[config.mk]
export PLATFORM = sky130hd
export DESIGN_NAME = coeff_bank_regfile
export DESIGN_NICKNAME = d
export VERILOG_FILES = /design/src/rtl/coeff_bank_regfile.sv
export SDC_FILE = /design/constraint.sdc
export NUM_CORES = 2
export LEC_CHECK = 0
export BUFFER_PORTS_ARGS = -buffer_cell sky130_fd_sc_hd__buf_2
export CELL_PAD_IN_SITES_DETAIL_PLACEMENT = 1
export CELL_PAD_IN_SITES_GLOBAL_PLACEMENT = 1
export CORE_MARGIN = 3
export CORE_UTILIZATION = 52
export DETAILED_ROUTE_END_ITERATION = 10
export PLACE_DENSITY = 0.94
export SYNTH_ARGS = -nofsm -noshare
export SYNTH_HDL_FRONTEND = slang
export SYNTH_SLANG_ARGS = --single-unit
[constraint.sdc]
create_clock -name clk -period 69.2 [get_ports clk]
set_input_delay 6.92 -clock clk [delete_from_list [all_inputs] [get_ports clk]]
set_output_delay 6.92 -clock clk [all_outputs]
set_load 0.01 [all_outputs]
[src/rtl/coeff_bank_regfile.sv]
// -----------------------------------------------------------------------------
// coeff_bank_regfile
//   APB register file holding NUM_BANKS banks of BANK_DEPTH signed coefficients.
//   Software writes a shadow copy; a COMMIT write copies the selected banks to
//   the active copy that drives the filter datapath, all at one clock edge.
//
//   Address map (CB = NUM_BANKS*BANK_DEPTH):
//     0..CB-1  shadow coefficient b*BANK_DEPTH+k (read sign-extended)
//     CB       COMMIT  (W: bank mask, R: 0)
//     CB+1     ENABLE  (RW, drives BANK_EN)
//     CB+2     STATUS  (RO, sticky "bank committed since reset")
//     CB+3     LOCK    (only with COEFF_LOCK_EN)
//     others   invalid: PSLVERR=1, read pattern 0xAAAA...
//
//   Optional feature macro: COEFF_LOCK_EN
//     defined   - LOCK[0]=1 blocks coefficient and COMMIT writes (PSLVERR=1).
//     undefined - LOCK reads 0, writes accepted with OKAY and ignored.
//
//   Ports:
//     clk, rst          clock, asynchronous active-high reset
//     PSEL, PENABLE,
//     PWRITE, PADDR,
//     PWDATA            APB request
//     PRDATA, PREADY,
//     PSLVERR           APB response (registered, valid only in ACCESS)
//     COEFF_OUT         active coefficients, flattened
//     BANK_VLD          one-cycle pulse per committed bank
//     BANK_EN           per-bank enable
// -----------------------------------------------------------------------------
module coeff_bank_regfile #(
  parameter int ADDR_WIDTH  = 7,
  parameter int DATA_WIDTH  = 32,
  parameter int COEFF_WIDTH = 20,
  parameter int NUM_BANKS   = 4,
  parameter int BANK_DEPTH  = 8
) (
  input  logic                                      clk,
  input  logic                                      rst,
  input  logic                                      PSEL,
  input  logic                                      PENABLE,
  input  logic                                      PWRITE,
  input  logic [ADDR_WIDTH-1:0]                     PADDR,
  input  logic [DATA_WIDTH-1:0]                     PWDATA,
  output logic [DATA_WIDTH-1:0]                     PRDATA,
  output logic                                      PREADY,
  output logic                                      PSLVERR,
  output logic [NUM_BANKS*BANK_DEPTH*COEFF_WIDTH-1:0] COEFF_OUT,
  output logic [NUM_BANKS-1:0]                      BANK_VLD,
  output logic [NUM_BANKS-1:0]                      BANK_EN
);

  localparam int CB          = NUM_BANKS * BANK_DEPTH;
  localparam int IDX_W       = (CB > 1) ? $clog2(CB) : 1;
  localparam int ADDR_COMMIT = CB;
  localparam int ADDR_ENABLE = CB + 1;
  localparam int ADDR_STATUS = CB + 2;
  localparam int ADDR_LOCK   = CB + 3;

  typedef enum logic [1:0] {
    ST_IDLE   = 2'd0,
    ST_SETUP  = 2'd1,
    ST_ACCESS = 2'd2
  } apb_state_e;

  apb_state_e               state_r;
  logic [COEFF_WIDTH-1:0]   shadow_r [CB];
  logic [COEFF_WIDTH-1:0]   active_r [CB];
  logic [NUM_BANKS-1:0]     enable_r;
  logic [NUM_BANKS-1:0]     status_r;
  logic [NUM_BANKS-1:0]     bank_vld_r;
  logic [DATA_WIDTH-1:0]    prdata_r;
  logic                     pready_r;
  logic                     pslverr_r;

  // Write intent captured on entry to ACCESS, applied at the edge ending it.
  logic                     wr_coeff_r;
  logic                     wr_commit_r;
  logic                     wr_enable_r;
  logic [IDX_W-1:0]         idx_r;
  logic [DATA_WIDTH-1:0]    wdata_r;

  logic [31:0]              paddr_ext_s;
  logic [IDX_W-1:0]         idx_s;
  logic                     is_coeff_s;
  logic                     is_commit_s;
  logic                     is_enable_s;
  logic                     is_status_s;
  logic                     is_lock_s;
  logic                     invalid_s;
  logic                     locked_s;
  logic                     err_s;
  logic [DATA_WIDTH-1:0]    rdata_s;
  logic                     in_access_s;
  logic                     unused_ok_s;

`ifdef COEFF_LOCK_EN
  logic                     lock_r;
  logic                     wr_lock_r;
`endif

  // Address decode, error classification and read mux on the live APB request.
  always_comb begin
    paddr_ext_s = 32'(PADDR);
    idx_s       = PADDR[IDX_W-1:0];
    is_coeff_s  = (paddr_ext_s < 32'(CB));
    is_commit_s = (paddr_ext_s == 32'(ADDR_COMMIT));
    is_enable_s = (paddr_ext_s == 32'(ADDR_ENABLE));
    is_status_s = (paddr_ext_s == 32'(ADDR_STATUS));
    is_lock_s   = (paddr_ext_s == 32'(ADDR_LOCK));
    invalid_s   = (paddr_ext_s > 32'(ADDR_LOCK));
`ifdef COEFF_LOCK_EN
    locked_s    = lock_r;
`else
    locked_s    = 1'b0;
`endif
    err_s = invalid_s
          | (PWRITE & is_status_s)
          | (PWRITE & locked_s & (is_coeff_s | is_commit_s));

    rdata_s = {DATA_WIDTH{1'b0}};
    if (is_coeff_s) begin
      rdata_s = DATA_WIDTH'($signed(shadow_r[idx_s]));
    end else if (is_enable_s) begin
      rdata_s = DATA_WIDTH'(enable_r);
    end else if (is_status_s) begin
      rdata_s = DATA_WIDTH'(status_r);
    end else if (is_lock_s) begin
`ifdef COEFF_LOCK_EN
      rdata_s = DATA_WIDTH'(lock_r);
`else
      rdata_s = {DATA_WIDTH{1'b0}};
`endif
    end else if (invalid_s) begin
      rdata_s = {(DATA_WIDTH/2){2'b10}};
    end else begin
      // COMMIT reads as zero.
      rdata_s = {DATA_WIDTH{1'b0}};
    end
  end

  assign in_access_s = (state_r == ST_ACCESS);
  // Only the low bits of the write data are ever stored; the rest is don't-care.
  assign unused_ok_s = ^wdata_r;

  // APB state machine with registered response; write intent latched on SETUP->ACCESS.
  always_ff @(posedge clk or posedge rst) begin
    if (rst) begin
      state_r     <= ST_IDLE;
      pready_r    <= 1'b0;
      pslverr_r   <= 1'b0;
      prdata_r    <= {DATA_WIDTH{1'b0}};
      wr_coeff_r  <= 1'b0;
      wr_commit_r <= 1'b0;
      wr_enable_r <= 1'b0;
      idx_r       <= {IDX_W{1'b0}};
      wdata_r     <= {DATA_WIDTH{1'b0}};
`ifdef COEFF_LOCK_EN
      wr_lock_r   <= 1'b0;
`endif
    end else begin
      pready_r    <= 1'b0;
      pslverr_r   <= 1'b0;
      prdata_r    <= {DATA_WIDTH{1'b0}};
      wr_coeff_r  <= 1'b0;
      wr_commit_r <= 1'b0;
      wr_enable_r <= 1'b0;
`ifdef COEFF_LOCK_EN
      wr_lock_r   <= 1'b0;
`endif
      case (state_r)
        ST_IDLE: begin
          if (PSEL && !PENABLE) begin
            state_r <= ST_SETUP;
          end else begin
            state_r <= ST_IDLE;
          end
        end
        ST_SETUP: begin
          if (!PSEL) begin
            // Master abandoned the transfer: nothing is latched.
            state_r <= ST_IDLE;
          end else if (PENABLE) begin
            state_r     <= ST_ACCESS;
            pready_r    <= 1'b1;
            pslverr_r   <= err_s;
            prdata_r    <= PWRITE ? {DATA_WIDTH{1'b0}} : rdata_s;
            wr_coeff_r  <= PWRITE & ~err_s & is_coeff_s;
            wr_commit_r <= PWRITE & ~err_s & is_commit_s;
            wr_enable_r <= PWRITE & ~err_s & is_enable_s;
            idx_r       <= idx_s;
            wdata_r     <= PWDATA;
`ifdef COEFF_LOCK_EN
            wr_lock_r   <= PWRITE & ~err_s & is_lock_s;
`endif
          end else begin
            state_r <= ST_SETUP;
          end
        end
        ST_ACCESS: begin
          state_r <= ST_IDLE;
        end
        default: begin
          state_r <= ST_IDLE;
        end
      endcase
    end
  end

  // Register writes and bank commit, performed at the edge that ends ACCESS.
  always_ff @(posedge clk or posedge rst) begin
    if (rst) begin
      for (int i = 0; i < CB; i++) begin
        shadow_r[i] <= {COEFF_WIDTH{1'b0}};
        active_r[i] <= {COEFF_WIDTH{1'b0}};
      end
      enable_r   <= {NUM_BANKS{1'b0}};
      status_r   <= {NUM_BANKS{1'b0}};
      bank_vld_r <= {NUM_BANKS{1'b0}};
`ifdef COEFF_LOCK_EN
      lock_r     <= 1'b0;
`endif
    end else begin
      bank_vld_r <= {NUM_BANKS{1'b0}};
      if (in_access_s && wr_coeff_r) begin
        shadow_r[idx_r] <= wdata_r[COEFF_WIDTH-1:0];
      end
      if (in_access_s && wr_enable_r) begin
        enable_r <= wdata_r[NUM_BANKS-1:0];
      end
      if (in_access_s && wr_commit_r) begin
        // Mask bits above NUM_BANKS are simply never looked at.
        bank_vld_r <= wdata_r[NUM_BANKS-1:0];
        status_r   <= status_r | wdata_r[NUM_BANKS-1:0];
        for (int b = 0; b < NUM_BANKS; b++) begin
          if (wdata_r[b]) begin
            for (int k = 0; k < BANK_DEPTH; k++) begin
              active_r[b*BANK_DEPTH+k] <= shadow_r[b*BANK_DEPTH+k];
            end
          end
        end
      end
`ifdef COEFF_LOCK_EN
      if (in_access_s && wr_lock_r) begin
        lock_r <= wdata_r[0];
      end
`endif
    end
  end

  genvar gi;
  generate
    for (gi = 0; gi < CB; gi++) begin : g_coeff_out
      assign COEFF_OUT[gi*COEFF_WIDTH +: COEFF_WIDTH] = active_r[gi];
    end
  endgenerate

  assign PRDATA   = prdata_r;
  assign PREADY   = pready_r;
  assign PSLVERR  = pslverr_r;
  assign BANK_VLD = bank_vld_r;
  assign BANK_EN  = enable_r;

endmodule
---- Word-level counts from Yosys, hierarchy flattened ----
Index checks and enable logic that the tools add are counted.
storage, ports and cells
  output and inout bits ................... 682
  ROM bits ................................ 0
  memories ................................ 0
  bits in latches ......................... 0
  word-level logic and storage cells ...... 144
  flip-flop bits (word level) ............. 1356
  memory bits (writable) .................. 0
cells by class
  div/mod/pow operators ................... 0
  magnitude comparators ................... 5
  $add $sub $neg .......................... 0
  shifts and indexed selects .............. 0
  $mul .................................... 0
  eq/ne operators ......................... 6
  reduce and logical (&&, ||, !) cells .... 12
  mux-type cells .......................... 35
  bitwise logic cells ..................... 10
operator list
  operator            number
  $bwmux 640          1
  $mux 32             9
  $bmux 20 s5         1
  $demux 20 s5        1
  $mux 20             3
  $eq 7x6->1 const B  4
  $mux 1              16
  $ge 6x6->1 const B  2
  $not 5->6           2
  $reduce_and 2->1    4
  $gt 7x6->1 const B  1
  $lt 7x6->1 const B  1
  $lt 6x1->1 const B  1
  $and 1x1->1         5
  $logic_and 1x1->1   5
  $mux 2              2
  $mux 4              1
  $or 4x4->4          1
  $pmux 2 s2          1
  $reduce_and 3->1    1
  $eq 2x1->1 const B  1
  $eq 2x2->1 const B  1
  $logic_not 2->1     1
  $logic_not 1->1     1
  2 further kinds     2

---- Depth between registers and ports, before layout ----
  depth after elaboration ................. 10
  mapped depth ............................ 10

---- Least setup slack after synthesis ----
No wires, ideal clock.
  kind .................................... input -> register
  start ................................... input port PADDR[1]
  end ..................................... register prdata_r[12], in the netlist PRDATA[12]
  library setup time ...................... 120 ps
  required time ........................... 69080 ps
  path slack .............................. 60278 ps
  arrival time ............................ 8803 ps
  cell stages on the path ................. 8
  path through ............................ buf_4 > buf_2 > buf_4 > clkbuf_1 > mux4_2 > mux4_2 > o22ai_1 > nor2_1
on the way
  word-level cells in the longest chain between the ends .. 9
  elaborated cells on any way between the ends .. 16
ends and longest elaborated chain
  element                                                               line      text
  from (decl)                                                           42        input logic [ADDR_WIDTH-1:0] PADDR,
  $not 5->6 (implied by the code) / $eq 7x6->1 (equally long branches)  122, 109
  $bmux 20 s5 / $mux 32 (equally long branches)                         122, 127
  $mux 20 (implied by the code) / $mux 32 (equally long branches)       122, 125
  $mux 20 (implied by the code) / $mux 32 (equally long branches)       122, 123
  $mux 32 *                                                             121       if (is_coeff_s) begin
  $mux 32 *                                                             186       prdata_r <= PWRITE ? {DATA_WIDTH{1'b0}} : rdata_s;
  $mux 32 *                                                             182       end else if (PENABLE) begin
  $mux 32 *                                                             179       if (!PSEL) begin
  $mux 32 *                                                             170       case (state_r)
  to (signal assigned)                                                  151       prdata_r <= {DATA_WIDTH{1'b0}};
  to (signal assigned)                                                  163       prdata_r <= {DATA_WIDTH{1'b0}};
  to (signal assigned)                                                  186
  to (decl)                                                             71        logic [DATA_WIDTH-1:0] prdata_r;
Every way passes the cells marked *; elsewhere a longest branch is shown, timed or not. The select of a mux whose other input is x is not followed.
A chain may end at the register's enable or synchronous reset.

==> reports/results.tsv <==
metric	value	unit
global route total overflow	0	
FF-to-FF Start	PREADY	
top-area cell type share of the netlist area	61.1	%
Synth warnings	0	
core area	104000	µm²
crit path cell chain	buf_2, inv_8, buf_4, buf_4, buf_12, buf_4	
WHS Path Cells	1	
CP Capture Type	asynchronous set/reset pin	
leading area contributor after synthesis	dfrtp_1	
Die Span Y	331	µm
Hold Startpoint	status_r[1]	
CP max FO	182	
synth top area cells	dfrtp_1 (61%), mux2_2 (26%), mux4_2 (6.8%)	
Slew Limit Fails	0	
Max Cap Violations	0	
peak supply drop	0.0216	mV
register area share after synthesis	61.1	%
Hold Fails Final Rpt	0	
Net Count, Synth	3445	
routability cong.	0.825	
LEAKAGE	34.2	nW
total chip power	1.63	mW
count of input and output buffers	713	
non-filler cells, final	5549	
Post-CTS Hold Buffers	0	
crit path launch type	input port	
initial antenna violation count	11	
vias in the first global route	39600	
worst clock skew	0.0344	ns
reg2reg setup slack	64.81	ns
Final setup viols	0	
status	finished clean	
Clock Sinks	1344	
ys flop type	dfrtp_1	
clk root buf	clkbuf_16	
final critical-path required period	10.63	ns
Via density	6.33	
clock share of power	47.1	%
GRT Util Overall	36.9	%
CTS max path bufs	3	
DR pass1 iterations	5	
maximum clock frequency	0.0941	GHz
final core occ	61.8	%
die area	110000	µm²
hold crit path type	flop to flop	
most frequent CP cell	buf_4	
WS Path Type	input port to asynchronous set/reset pin	
Remaining DRCs	0	
P_int	1.23	mW
Comb pwr share	4.0	%
DR iter-0 viols	2540	
setup TNS	0	ns
worst reg2reg path depth	5	
Reg-to-Reg End	COEFF_OUT[34]	
Post-synth EDFFs	0	
worst path required time	69.91	ns
measured slew at the worst slew-check pin	1.45	ns
end of the worst hold path	status_r[1]	
first-pass GRT wire length	295	mm
drt wl/cell	36.6	µm
Seq pwr share	49.0	%
Syn Inst Count	3401	
Clock transition at path regs	0.06	ns
Final HPWL DP	129	mm
area delta synth->final	17.1	%
Post-Syn Area	55000	µm²
count leader, synth	dfrtp_1	
CTS tree	done	
Routed Antenna Nets	0	
share of layout cells above drive strength 1	59.8	%
Initial Utilization	52.8	%
Placed Instances	5294	
DRT Wirelength	203	mm
CP max stage delay	0.97	ns
FFs w/ async S/R, synth	100	%
top post-synthesis cells by count	dfrtp_1 (1,344), mux2_2 (1,292), mux4_2 (165), clkbuf_1 (153), nand2_1 (119)	
synth unique cells	45	
largest net degree at the start of global routing	183	
Pwr Density	25.3	nW/µm²
Core Rows	118	
DR vias	35100	
post-CTS sizing	0	
CTS Buf Count	138	
Layout Nets	4098	
I/O pins	726	
Die Width	331	µm
Worst EP arrival	11.33	ns
clock latency on the worst-skew pair	0.77	ns
H-tree depth	4	
slowest CP cell	buf_4	
Fill cells	9413	
FF+latch count, synth	1344	
Tcrit/Tclk final	15.4	%
Max-slew headroom	3.52	%
switching power	0.400	mW
Sw Share	24.5	%
syn avg cell area	16.2	µm²
RSZ-0062 raised after global routing	false	
postcts setup bufs	0	
==> worst max-delay path: cells and delay by family <==
| kind | cells | cell delay [ns] |
|---|---|---|
| buffers and inverters | 6 | 4.01 |
==> worst max path at each step <==
stage	from	end	slack (ns)
2_1_floorplan	rst	BANK_EN[0]	24.39
3_3_place_gp	rst	COEFF_OUT[367]	57.83
3_5_place_dp	rst	COEFF_OUT[407]	57.72
4_1_cts	rst	COEFF_OUT[407]	58.51
5_1_grt	rst	COEFF_OUT[427]	58.00
6_report	rst	COEFF_OUT[407]	58.57
==> cell type report <==
class / count / area [µm²] / area share [%]
Antenna cell: 8 / 20.0 / 0.0311
Clock buffer: 206 / 4090 / 6.35
Clock inverter: 41 / 480 / 0.746
Inverter: 4 / 22.5 / 0.0350
Multi-Input combinational cell: 1781 / 20300 / 31.5
Sequential cell: 1344 / 33600 / 52.2
Tap cell: 1380 / 1730 / 2.68
Timing Repair Buffer: 785 / 4150 / 6.44
==> per-layer routing <==
metal | vias to the layer above | global-route usage (%) | part of all wire (%)
met2 | 1766 | 61.3 | 50
met3 | 652 | 8.65 | 6.7
met1 | 19100 | 43.1 | 36
met5 | - | 0 | 0.027
met4 | 8 | 23.8 | 7.3
li1 | 13600 | - | -
==> power groups by stage <==
stage / Combinational [mW] / Clock (mW) / Sequential [mW]
detailed placement: 0.0642 / 0 / 0.813
finish: 0.0649 / 0.768 / 0.799
CTS: 0.0654 / 0.776 / 0.799
global placement: 0.0621 / 0 / 0.812
floorplan: 0.0415 / 0 / 0.808
global route: 0.0697 / 0.810 / 0.799
==> sequential cells by signal (all words and copies together), names as in the netlist <==
name	cells
idx_r	5
state_r	1
BANK_EN	4
PREADY	1
PSLVERR	1
PRDATA	21
COEFF_OUT	640
BANK_VLD	4
status_r	4
wr_commit_r	1
wr_coeff_r	1
shadow_r	640
wr_enable_r	1
wdata_r	20
==> kinds of logic (layout without fill, tap and decap cells) <==
group | after synthesis | after routing | share of synthesized area, %
DFF | 1344 | 1344 | 61.1
buffers and inverters | 276 | 1036 | 2.21
other | 0 | 8 | 0
muxes | 1509 | 1509 | 34.1
and+or+nand+nor | 219 | 219 | 1.80
AOI/OAI and AO/OA | 53 | 53 | 0.741
==> cells in the final DEF, fill, tap and decap left out, types with 5 or more instances in the layout <==
cell / n
clkbuf_16: 140
clkinv_2: 18
nor2_2: 5
nor2b_1: 12
a22oi_1: 7
nor3b_1: 5
clkbuf_1: 32
o22ai_1: 11
mux2_2: 1292
buf_2: 709
mux2i_1: 52
nand3_1: 7
diode_2: 8
buf_4: 73
bufinv_16: 5
a211oi_1: 5
nor2_1: 25
dfrtp_1: 1344
or2_2: 7
a311o_1: 5
nor2_4: 10
nand2_1: 119
mux4_2: 165
clkbuf_8: 34
inv_6: 6
==> stage by stage <==
stage	cell area, µm²	hold WS [ns]	worst slack (ns)
3_3_place_gp	59800	0.452	57.83
2_1_floorplan	55000	0.440	24.39
3_5_place_dp	59800	0.463	57.72
4_1_cts	64400	0.477	58.51
6_report	64400	0.479	58.57
5_1_grt	64400	0.495	58.00
Power figures use the tool's default switching activity.
